===== src/rtl/mmio_pkg.sv =====
// Shared register map and bit positions for the mmio_ctrl window.
package mmio_pkg;

  localparam logic [2:0] REG_KDATA = 3'd0;
  localparam logic [2:0] REG_SDATA = 3'd1;
  localparam logic [2:0] REG_KEDGE = 3'd2;
  localparam logic [2:0] REG_TCNT  = 3'd3;
  localparam logic [2:0] REG_TLIM  = 3'd4;
  localparam logic [2:0] REG_HEX   = 3'd5;
  localparam logic [2:0] REG_LEDR  = 3'd6;
  localparam logic [2:0] REG_TCTRL = 3'd7;

  localparam int TCTRL_EN  = 0;
  localparam int TCTRL_EXP = 1;
  localparam int TCTRL_TIE = 2;

  localparam int KEDGE_MASK_OFS = 8;
  localparam int LEDG_OFS       = 8;

endpackage


===== src/rtl/key_sync.sv =====
// key_sync: two-flop synchronizer with optional active-low inversion, level output
// and a one-cycle rising-edge pulse.
module key_sync #(
  parameter int W      = 4,
  parameter bit INVERT = 1'b1
) (
  input  logic         clk,
  input  logic         rst_n,
  input  logic [W-1:0] raw,
  output logic [W-1:0] lvl,
  output logic [W-1:0] rise
);

  logic [W-1:0] sync_p1, sync_p2, prev_p3;

  // Inverting ahead of the first flop lets the all-zero reset state mean "released".
  always_ff @(posedge clk or negedge rst_n) begin
    if (!rst_n) begin
      sync_p1 <= '0;
      sync_p2 <= '0;
      prev_p3 <= '0;
    end else begin
      sync_p1 <= INVERT ? ~raw : raw;
      sync_p2 <= sync_p1;
      prev_p3 <= sync_p2;
    end
  end

  assign lvl  = sync_p2;
  assign rise = sync_p2 & ~prev_p3;

endmodule


===== src/rtl/mmio_ctrl.sv =====
// mmio_ctrl: 8-register MMIO window (keys, switches, HEX, LEDs, interval timer).
// Define MMIO_CTRL_IRQ_EN to add IRQ, the KEDGE mask, TIE and an independent LEDG register.
module mmio_ctrl
  import mmio_pkg::*;
#(
  parameter int               DBITS = 16,
  parameter int               NKEYS = 4,
  parameter int               NSW   = 10,
  parameter int               NLEDR = 10,
  parameter int               NLEDG = 8,
  parameter logic [DBITS-1:0] BASE  = 16'hFFF0
) (
  input  logic             CLK,
  input  logic             RESET_N,
  input  logic [DBITS-1:0] ADDR,
  input  logic             WE,
  input  logic             RE,
  input  logic [DBITS-1:0] WDATA,
  output logic [DBITS-1:0] RDATA,
  output logic             HIT,
  input  logic [NKEYS-1:0] KEY,
  input  logic [NSW-1:0]   SW,
  output logic [DBITS-1:0] HEXOUT,
  output logic [NLEDR-1:0] LEDR,
  output logic [NLEDG-1:0] LEDG
`ifdef MMIO_CTRL_IRQ_EN
  ,
  output logic             IRQ
`endif
);

  logic [NKEYS-1:0] key_lvl, key_rise, kedge;
  logic [NSW-1:0]   sw_lvl, sw_rise_unused;
  logic [2:0]       sel;
  logic             wr, rd, wrap, t_en, t_exp;
  logic [DBITS-1:0] rd_val, tcnt, tlim, hex_q;
  logic [NLEDR-1:0] ledr_q;
  logic             unused_bits;
`ifdef MMIO_CTRL_IRQ_EN
  logic [NKEYS-1:0] kmask;
  logic             t_tie, irq_q;
  logic [NLEDG-1:0] ledg_q;
`endif

  key_sync #(.W(NKEYS), .INVERT(1'b1)) u_keys (
    .clk(CLK), .rst_n(RESET_N), .raw(KEY), .lvl(key_lvl), .rise(key_rise)
  );

  key_sync #(.W(NSW), .INVERT(1'b0)) u_sw (
    .clk(CLK), .rst_n(RESET_N), .raw(SW), .lvl(sw_lvl), .rise(sw_rise_unused)
  );

  assign HIT         = (ADDR[DBITS-1:4] == BASE[DBITS-1:4]);
  assign sel         = ADDR[3:1];
  assign wr          = HIT && WE;
  assign rd          = HIT && RE;
  assign wrap        = t_en && (tcnt == tlim);
  assign unused_bits = ^{ADDR[0], sw_rise_unused};

  always_comb begin
    rd_val = '0;
    case (sel)
      REG_KDATA: rd_val[NKEYS-1:0] = key_lvl;
      REG_SDATA: rd_val[NSW-1:0]   = sw_lvl;
      REG_KEDGE: begin
        rd_val[NKEYS-1:0] = kedge;
`ifdef MMIO_CTRL_IRQ_EN
        rd_val[KEDGE_MASK_OFS +: NKEYS] = kmask;
`endif
      end
      REG_TCNT:  rd_val = tcnt;
      REG_TLIM:  rd_val = tlim;
      REG_HEX:   rd_val = hex_q;
      REG_LEDR: begin
        rd_val[NLEDR-1:0] = ledr_q;
`ifdef MMIO_CTRL_IRQ_EN
        rd_val[LEDG_OFS +: NLEDG] = rd_val[LEDG_OFS +: NLEDG] | ledg_q;
`endif
      end
      REG_TCTRL: begin
        rd_val[TCTRL_EN]  = t_en;
        rd_val[TCTRL_EXP] = t_exp;
`ifdef MMIO_CTRL_IRQ_EN
        rd_val[TCTRL_TIE] = t_tie;
`endif
      end
      default: rd_val = '0;
    endcase
  end

  always_ff @(posedge CLK or negedge RESET_N) begin
    if (!RESET_N) begin
      RDATA  <= '0;
      kedge  <= '0;
      tcnt   <= '0;
      tlim   <= '0;
      hex_q  <= '0;
      ledr_q <= '0;
      t_en   <= 1'b0;
      t_exp  <= 1'b0;
`ifdef MMIO_CTRL_IRQ_EN
      kmask  <= '0;
      t_tie  <= 1'b0;
      ledg_q <= '0;
      irq_q  <= 1'b0;
`endif
    end else begin
      // Reads see pre-write state, so a combined RE/WE returns the old value.
      if (rd) RDATA <= rd_val;
      else if (RE) RDATA <= '0;

      // New press edges win over a same-cycle write-1-to-clear.
      if (wr && sel == REG_KEDGE) kedge <= (kedge & ~WDATA[NKEYS-1:0]) | key_rise;
      else kedge <= kedge | key_rise;

      if (wr && sel == REG_TLIM) begin
        tlim <= WDATA;
        tcnt <= '0;
      end else if (wrap) begin
        tcnt <= '0;
      end else if (t_en) begin
        tcnt <= tcnt + 1'b1;
      end

      if (wrap) t_exp <= 1'b1;
      else if (wr && sel == REG_TCTRL && WDATA[TCTRL_EXP]) t_exp <= 1'b0;

      if (wr && sel == REG_TCTRL) begin
        t_en <= WDATA[TCTRL_EN];
`ifdef MMIO_CTRL_IRQ_EN
        t_tie <= WDATA[TCTRL_TIE];
`endif
      end

      if (wr && sel == REG_HEX) hex_q <= WDATA;

      if (wr && sel == REG_LEDR) begin
        ledr_q <= WDATA[NLEDR-1:0];
`ifdef MMIO_CTRL_IRQ_EN
        ledg_q <= WDATA[LEDG_OFS +: NLEDG];
`endif
      end

`ifdef MMIO_CTRL_IRQ_EN
      if (wr && sel == REG_KEDGE) kmask <= WDATA[KEDGE_MASK_OFS +: NKEYS];
      irq_q <= (|(kedge & kmask)) | (t_exp & t_tie);
`endif
    end
  end

  assign HEXOUT = hex_q;
  assign LEDR   = ledr_q;
`ifdef MMIO_CTRL_IRQ_EN
  assign LEDG   = ledg_q;
  assign IRQ    = irq_q;
`else
  assign LEDG   = hex_q[NLEDG-1:0];
`endif

endmodule


===== config.mk =====
export PLATFORM = sky130hd
export DESIGN_NAME = mmio_ctrl
export DESIGN_NICKNAME = d
export VERILOG_FILES = /design/src/rtl/mmio_pkg.sv /design/src/rtl/key_sync.sv /design/src/rtl/mmio_ctrl.sv
export SDC_FILE = /design/constraint.sdc
export NUM_CORES = 1
export LEC_CHECK = 0
export BUFFER_PORTS_ARGS = -buffer_cell sky130_fd_sc_hd__buf_4
export CAP_MARGIN = 10
export CORE_MARGIN = 2
export CORE_UTILIZATION = 50
export CTS_CLUSTER_DIAMETER = 60
export CTS_CLUSTER_SIZE = 40
export DETAILED_ROUTE_END_ITERATION = 6
export GPL_TIMING_DRIVEN = 0
export PLACE_DENSITY = 0.79
export RECOVER_POWER = 50
export SETUP_SLACK_MARGIN = 0.15
export SLEW_MARGIN = 20
export SYNTH_ARGS = -nofsm -noshare
export SYNTH_HDL_FRONTEND = slang
export SYNTH_HIERARCHICAL = 1
export SYNTH_SLANG_ARGS = --single-unit

===== constraint.sdc =====
create_clock -name CLK -period 1.7 [get_ports CLK]
set_input_delay 0.255 -clock CLK [delete_from_list [all_inputs] [get_ports CLK]]
set_output_delay 0.255 -clock CLK [all_outputs]
set_load 0.05 [all_outputs]

==> results.json <==
{
  "required_ns": 1.97,
  "dpl_worst_slack_ns": -0.454,
  "yosys_warnings": 6,
  "numCtsBuffers": 9,
  "reg2regPathDepth": 6,
  "worstHoldPathCells": 2,
  "syn_area_per_cell_um2": 12.1,
  "numPortBuffers": 97,
  "cp_data_arrival_time_ns": 2.07,
  "die_h_um": 105,
  "htree_levels": 3,
  "ios": 101,
  "grt_first_pass_wirelength_um": 20300,
  "fmax_mhz": 556,
  "initial_core_util_pct": 51.7,
  "initialDrtViolationCount": 324,
  "post-route-drc-count": 0,
  "status": "finished with violations",
  "place_inst": 650,
  "total_power_mw": 4.58,
  "min-delay-start": "KEY[1]",
  "worstMarginPinSlew_ns": 1.51,
  "setup_viol": 15,
  "ff2ff_setup_slack_ns": -0.1,
  "start_kind": "register",
  "instances_no_fill": 701,
  "worstPathMaxFanout": 5,
  "power_leakage_nw": 3.25,
  "hold_path_class": "in -> reg",
  "synth_area_um2": 5070,
  "drive_gt1_share_pct": 43.0,
  "dr.pass1.iters": 5,
  "slew_headroom_pct": -0.467,
  "ant_nets": 0,
  "cts_tree": "yes",
  "final_cell_mix": "109 x buf_4, 105 x dfrtp_1, 43 x mux2_2",
  "finish.utilization_pct": 67.5,
  "die_area_um2": 11000,
  "r2r_start": "tcnt[1]$_DFFE_PN0P_",
  "vdd_ir_drop_max_v": 0.000369,
  "fin_hold_ws_ns": 0.0300,
  "failed_checks": "slew limit, setup timing",
  "grt_start_max_net_pins": 113,
  "wl_per_cell_um": 18.3,
  "skew_ns": 0.0121,
  "postSynthCellCount": 420,
  "syn_nets": 471,
  "core_um2": 9820,
  "grt_pass1_vias": 4048,
  "finalCritPeriodShare_pct": 106,
  "crit_type": "reg -> reg",
  "timing.rr.end": "tcnt[6]$_DFFE_PN0P_",
  "fp-row-count": 36,
  "vias": 3971,
  "setup_slack_ns": -0.0989,
  "area_growth_pct": 30.6,
  "grt_antenna_before_repair": 0,
  "clk_pin_slew_worst_paths_ns": 0.11,
  "diodes": 0,
  "pwr_density_cell_nw_per_um2": 691,
  "cts.sinks": 112,
  "clock_latency_ns": 0.37,
  "place_congestion": 0.912,
  "layout_commonest_cell": "buf_4",
  "period_needed_ns": 1.80,
  "cts_root_buf": "clkbuf_8",
  "drv_slew": 71,
  "fp.dieW_um": 105,
  "finalWirelength_um": 12800,
  "cts.path.max_buffers": 2,
  "nNetsFinal": 614,
  "end_kind": "register",
  "overflow": 0,
  "grt_use_total_pct": 23.2,
  "maxCapViolCount": 0,
  "grt_setup_unrepaired": "true",
  "viasPerCell": 5.66,
  "hpwl_um": 8600,
  "finalHoldViolations": 0,
  "whs_endpoint": "u_keys/sync_p1[1]$_DFF_PN0_"
}
## where the power goes
group	total, mW	internal (mW)	switching [mW]
Combinational	0.345	0.156	0.189
Clock	1.52	0.563	0.954
Sequential	2.72	2.70	0.0186
Total	4.58	3.42	1.16
## cell type report
cell class	count	area, um^2
Buffer	27	199
Clock buffer	9	124
Clock inverter	7	61.3
Fill cell	732	3190
Inverter	25	93.8
Multi-Input combinational cell	256	2120
Sequential cell	112	2810
Tap cell	133	166
Timing Repair Buffer	132	1050
## state kept, by name, summed over array words and instances, names as in the netlist
signal,flops
HEXOUT,16
RDATA,16
tcnt,16
tlim,16
LEDR,10
u_sw/lvl,10
u_sw/sync_p1,10
kedge,4
u_keys/lvl,4
u_keys/prev_p3,4
u_keys/sync_p1,4
t_en,1
t_exp,1
## through the flow
stage                     area (um^2)  setup TNS [ns]
after floorplan                  5120           -5.34
after CTS                        6440          -0.720
final                            6630          -0.859
after detailed placement         6020          -18.28
after global placement           6020          -16.14
after global routing             6630           -2.24
## worst max path at each step
stage / cells past startpoint / end / slack, ns / from
global route: 6 / tcnt[6]$_DFFE_PN0P_ / -0.18 / tlim[12]$_DFFE_PN0P_
CTS: 6 / tcnt[6]$_DFFE_PN0P_ / -0.09 / tcnt[1]$_DFFE_PN0P_
finish: 6 / tcnt[6]$_DFFE_PN0P_ / -0.1 / tcnt[1]$_DFFE_PN0P_
detailed placement: 7 / LEDR[8]$_DFFE_PN0P_ / -0.45 / ADDR[12]
floorplan: 5 / tlim[0]$_DFFE_PN0P_ / -0.19 / ADDR[11]
global placement: 7 / LEDR[8]$_DFFE_PN0P_ / -0.42 / ADDR[11]
## worst max-delay path, stage by stage, from the launching register on
cell,delay [ns]
dfrtp_2,0.45
xor2_1,0.16
nor4_2,0.33
nand4_1,0.22
o21ai_4,0.23
o21ai_1,0.08
a22o_1,0.23
## what timing repair did
action,CTS,global route
setup buffers,10,13
hold buffers,10,2
gates resized for setup,17,22
endpoints found under the hold margin,10,2
pin swaps,8,12
endpoints found under the setup margin,52,50
## layer usage
metal	GRT usage (%)	share of wire, %
met1	31.1	42
met2	37.5	49
met3	3.99	6.3
met4	9.90	3.0
met5	0	0
No activity file was read; power rests on OpenSTA's default activity.
